**src/rtl/serial_add_sequencer.sv**
```systemverilog
// Bit-serial add/subtract sequencer.
// Latches two operands and feeds an external 1-bit full adder one bit per
// clock, LSB first. It collects the sum bits, the final carry (or no-borrow)
// and the signed overflow flag.
module serial_add_sequencer #(
  parameter int WIDTH = 3
) (
  input  logic             clk,
  input  logic             reset,
  input  logic             start,
  input  logic             op_sub,
  input  logic [WIDTH-1:0] a_in,
  input  logic [WIDTH-1:0] b_in,
  output logic             fa_a,
  output logic             fa_b,
  output logic             fa_c,
  input  logic             fa_s,
  input  logic             fa_co,
  output logic [WIDTH-1:0] result,
  output logic             carry_out,
  output logic             overflow,
  output logic             busy,
  output logic             done
);

  localparam int IDX_W = (WIDTH > 2) ? $clog2(WIDTH) : 1;
  localparam logic [IDX_W-1:0] LAST_IDX = IDX_W'(WIDTH - 1);

  typedef enum logic [1:0] {
    IDLE,
    SHIFT,
    DONE
  } state_t;

  state_t           state;
  state_t           state_next;
  logic [WIDTH-1:0] a_reg;
  logic [WIDTH-1:0] b_reg;
  logic             carry_reg;
  logic             msb_cin;
  logic [IDX_W-1:0] idx;

  // State register; reset has priority over everything else.
  always_ff @(posedge clk) begin
    if (reset) begin
      state <= IDLE;
    end else begin
      state <= state_next;
    end
  end

  // Operand capture in IDLE and bit-serial result assembly in SHIFT.
  // Subtraction is A + ~B + 1, so B is inverted and the carry is seeded with 1.
  always_ff @(posedge clk) begin
    if (reset) begin
      a_reg     <= '0;
      b_reg     <= '0;
      carry_reg <= 1'b0;
      msb_cin   <= 1'b0;
      idx       <= '0;
      result    <= '0;
      carry_out <= 1'b0;
    end else begin
      case (state)
        IDLE: begin
          if (start) begin
            a_reg     <= a_in;
            b_reg     <= op_sub ? ~b_in : b_in;
            carry_reg <= op_sub;
            idx       <= '0;
          end
        end
        SHIFT: begin
          result[idx] <= fa_s;
          carry_reg   <= fa_co;
          if (idx == LAST_IDX) begin
            msb_cin   <= carry_reg;
            carry_out <= fa_co;
          end else begin
            idx <= idx + IDX_W'(1);
          end
        end
        default: begin
        end
      endcase
    end
  end

  // Overflow is the carry into the MSB XOR the carry out of the MSB. Both
  // terms are captured on the final SHIFT edge and held until the next
  // operation, so the flag has the same timing as a registered copy.
  assign overflow = msb_cin ^ carry_out;

  // Next-state logic and adder drive. The adder inputs come from
  // registers only, so no input reaches an output combinationally.
  always_comb begin
    state_next = state;
    fa_a       = 1'b0;
    fa_b       = 1'b0;
    fa_c       = 1'b0;
    busy       = 1'b0;
    done       = 1'b0;
    case (state)
      IDLE: begin
        if (start) begin
          state_next = SHIFT;
        end
      end
      SHIFT: begin
        busy = 1'b1;
        fa_a = a_reg[idx];
        fa_b = b_reg[idx];
        fa_c = carry_reg;
        if (idx == LAST_IDX) begin
          state_next = DONE;
        end
      end
      DONE: begin
        busy       = 1'b1;
        done       = 1'b1;
        state_next = IDLE;
      end
      default: begin
        state_next = IDLE;
      end
    endcase
  end

endmodule

```
**config.mk**
```make
export PLATFORM = sky130hd
export DESIGN_NAME = serial_add_sequencer
export DESIGN_NICKNAME = d
export VERILOG_FILES = /design/src/rtl/serial_add_sequencer.sv
export SDC_FILE = /design/constraint.sdc
export NUM_CORES = 1
export LEC_CHECK = 0
export ABC_AREA = 1
export CORE_ASPECT_RATIO = 0.9
export CORE_MARGIN = 2
export CORE_UTILIZATION = 35
export DETAILED_ROUTE_END_ITERATION = 10
export HOLD_SLACK_MARGIN = 0.03
export SLEW_MARGIN = 25
export SYNTH_ARGS = -nofsm -noshare
export SYNTH_HDL_FRONTEND = slang
export SYNTH_SLANG_ARGS = --single-unit
```
**constraint.sdc**
```tcl
create_clock -name clk -period 1.6 [get_ports clk]
set_input_delay 0.32 -clock clk [delete_from_list [all_inputs] [get_ports clk]]
set_output_delay 0.32 -clock clk [all_outputs]
set_load 0.005 [all_outputs]
```
Yosys cells after proc, flatten, opt, wreduce, memory -nomap -nowiden. Cells that the tools add are included.

$add $sub $neg: 1. $lt $le $gt $ge: 2. Equal/unequal tests: 6. Multiplexer cells: 21. Bitwise logic cells: 2. Reduce and logical (&&, ||, !) cells: 9.

Operators with widths (count): $mux W1 (9); $mux W2 (4); $pmux W2 S2 (2); $reduce_and A2 Y1 (4); $ne A2 B2 Y1 const B (3); $bmux W1 S2 (2); $eq A2 B2 Y1 const B (2); $bwmux W3 (1); $lt A2 B3 Y1 const B (1); $mux W3 (1); $not A3 Y3 (1); $reduce_and A3 Y1 (1); $add A2 B1 Y2 const B (1); $demux W1 S2 (1); $eq A2 B1 Y1 const B (1); $ge A2 B1 Y1 const B (1); $logic_not A2 Y1 (1); $pmux W1 S2 (1); $reduce_bool A2 Y1 (1); $reduce_or A2 Y1 (1); $logic_and A1 B1 Y1 (1); $xor A1 B1 Y1 (1).

Register bits after elaboration: 16. Input bits: 12. Output and inout bits: 10. Word-level logic and storage cells: 49.

Depth between registers and ports, before layout.
Depth after elaboration: 5. Mapped depth: 8. Mapped depth without buffers: 7.

Least setup slack after synthesis. OpenSTA, ideal clock, no wires.

Kind: flip-flop to flip-flop. Start: reg idx[0]. End: reg idx[1]. Setup time: 0.066 ns. Arrival time: 1.134 ns. Slack: 0.400 ns. Cell stages (with the launch flop): 8. Clock period less this slack: 1.200 ns. Cells stage by stage: dfxtp_1 > inv_1 > ha_1 > inv_1 > nand2_4 > nor2_2 > nand2_1 > a21oi_2.

Word-level cells in the longest chain between the ends: 3. Elaborated cells on any way between the ends: 6.

RTL lines: start: declaration (line 41) `logic [IDX_W-1:0] idx;`; start signal: assignment (line 80) `idx <= idx + IDX_W'(1);`; $add A2 B1 Y2 or $eq A2 B2 Y1 (tied branches) (line 80, 76); $mux W2 or $ne A2 B2 Y1 (tied branches); $pmux W2 S2 or $reduce_and A3 Y1 (tied branches).

Several ways; a longest one is shown, not always the timed one. The select of a mux whose other input is x is not followed. A chain may end at the register's enable or synchronous reset.

Final worst setup path.
Start: reg state[0]. End: out fa_b.

Word-level cells in the longest chain between the ends: 2.

RTL lines: start: declaration (line 35) `state_t state;`; start signal: assignment (line 48) `state <= state_next;`; $eq A2 B1 Y1 (line 103) `case (state)`; $mux W1 (line 103); end: declaration (line 15) `output logic fa_b,`.

No other way between the ends.

==> results.yml <==
clock_network:
  insertion_delay_ns: 0.29
  numCtsBuffers: 3
  cts.clk_slew.worst_paths_ns: 0.10
  root_buffer: "clkbuf_4"
  cts_tree: "yes"
  cts_buffer_depth: 2
  cts_max_level: 1
  numClockSinks: 16
finish:
  fill_cells: 224
  area_growth_pct: 40.4
  num_antenna_cells: 0
  drive_gt1_share_pct: 22.3
  nNetsFinal: 169
  finish.instance_area_mm2: 0.00120
setup_path:
  crit_slowest_cell: "dfxtp_4"
  cp_top_family: "flip-flops"
  cpPeakStageDelay_ns: 0.36
  setup.worst_path.class: "flop to output port"
  path_max_fanout: 3
  crit_arrival_ns: 1.19
  critPathCaptureType: "output port"
  cp_cell_sequence: "buf_6 > ha_4 > inv_2 > a21oi_1 > clkbuf_2"
  required_ns: 1.28
  worst_setup_path_start_kind: "flop"
  crit_buf_inv: 3
yosys:
  seq_area_frac_synth_pct: 37.6
  netlist_instances: 116
  netlist_area_um2: 852
  syn_nets: 136
  ys_types: 18
  postSynthAreaPerCell_um2: 7.35
  ys_ff_latch: 16
  yosys_warnings: 0
timing:
  finalHoldViolations: 0
  setup_ws_ns: 0.0892
  fin_crit_sh_pct: 94.4
  max_freq_mhz: 662
  finClkSkew_ns: 0.00933
  slew_headroom_pct: 85.7
  slew_viol_final: 0
  report.final.setup_viol: 0
  tightest_slew_ns: 0.213
  rsz0062_at_grt: "false"
  finalCriticalPeriod_ns: 1.51
die:
  start_util_pct: 38.0
  rows: 16
  die_w_um: 56.0
  core_area_mm2: 0.00224
  ios: 22
  die_h_um: 50.8
  dieArea_mm2: 0.00285
detailed_routing:
  first_iter_violations: 9
  routed_wl_um: 1830
  num_vias: 820
  firstDrtPassIters: 4
  wire_per_inst_um: 10.4
  drc: 0
  postRouteAntennaNets: 0
  vias_per_cell: 4.69
power_and_ir_drop:
  peakVddDrop_mv: 0.496
  power_per_cell_area_mw_per_mm2: 859
  p_leak_nw: 0.529
grt:
  grt_pass1_vias: 771
  grt_first_pass_wirelength_um: 3220
  antenna_found_initial: 0
  grt_start_max_net_pins: 12
  grt.total_usage_pct: 14.2
  overflow: 0
flow_run:
  drv_cap: 0
placed_design:
  dp_slack_ns: -0.0426
  dpl-instance-area_mm2: 0.00115
  dp_hpwl_um: 1450
  gp_congestion: 0.777
  io_buffers: 21
outcome:
  status: "finished, final reports clean"
min_path:
  hp-class: "flop to flop"
-- path summary, 6_finish.rpt --
kind	start	to	slack, ns	cells past startpoint
hold reg to reg	result[0]	result[0]	0.46	2
setup reg to reg	idx[0]	idx[1]	0.23	8
setup / recovery	state[0]	fa_b	0.09	5
hold / removal	result[0]	result[0]	0.46	2
-- worst register-to-register path, cell delays in order (launching register included) --
cell and delay, ns:
dfxtp_2 0.36, inv_1 0.09, buf_4 0.15, ha_1 0.24
inv_1 0.10, nand2_4 0.06, nor2_2 0.12, nand2_1 0.07
a21oi_2 0.13
-- cells in the final DEF, fill, tap and decap left out, drive strengths merged, types with 2 or more instances in the layout --
cell type,instances
nor2,22
nand2,19
dfxtp,16
clkdlybuf4s50,15
inv,14
o21ai,14
a21oi,10
buf,10
ha,8
nand3,7
clkbuf,6
xnor2,3
dlygate4sd2,2
-- what timing repair did --
item	in CTS	in global routing
resized for setup	22	4
buffers inserted	1	0
hold buffers	0	0
setup endpoints to repair	6	4
cloned	0	0
pin swaps	0	1
-- metal layers --
metal / part of all wire, % / track usage [%] / vias to the layer above
met5: 0 / 0 / -
met4: 0.55 / 2.38 / 0
met3: 5.8 / 5.57 / 2
met2: 44 / 23.1 / 21
met1: 50 / 18.2 / 363
li1: - / - / 434
-- area by class of cell --
cell class	instances	area (um^2)	share of cell area, %
timing repair buffer	30	264	22.1
tap	27	33.8	2.82
sequential	16	328	27.4
inverter	14	52.6	4.39
multi-input combinational	84	482	40.3
clock buffer	4	36.3	3.03
-- cells by family (layout without fill, tap and decap cells) --
logic type                 count (synthesis)  count (layout)  share of synthesized area (%)
and+or+nand+nor                           48              48                           23.9
adders and majority gates                  8               8                           11.7
AOI/OAI and AO/OA                         24              24                           14.5
xor gates and xnor gates                   4               4                           4.11
buffers and inverters                     16              48                           8.08
DFF                                       16              16                           37.6
-- power by group --
group / internal (mW) / total (mW) / switching (mW)
Clock: 0.139 / 0.268 / 0.130
Sequential: 0.434 / 0.457 / 0.0225
Combinational: 0.147 / 0.303 / 0.156
Total: 0.720 / 1.03 / 0.308
-- cell usage after synthesis --
cell type  instances  area share, %
nand2_1           17            7.5
o21ai_1            6            3.5
nor2_1            20            8.8
xor2_1             1            1.0
a21oi_2            1            1.0
buf_2              1           0.59
o21ai_0            8            4.7
inv_2              2           0.88
nor2_2             2            1.5
buf_6              1            1.3
nand2_4            1            1.3
nand3_1            7            4.1
inv_1             12            5.3
xnor2_1            3            3.1
ha_1               8             12
dfxtp_1           16             38
nand2_2            1           0.73
a21oi_1            9            5.3
-- through the flow --
stage	std cells	setup TNS [ns]	utilization (%)	total power [mW]	hold slack, ns
floorplan	116	0	-	0.636	0.382
global placement	171	0	51.2	0.754	0.446
detailed placement	171	-0.0852	51.2	0.758	0.449
CTS	176	0	53.9	1.04	0.465
global route	175	0	53.3	1.11	0.491
finish	175	0	53.3	1.03	0.464
No activity file was read; power rests on OpenSTA's default activity.
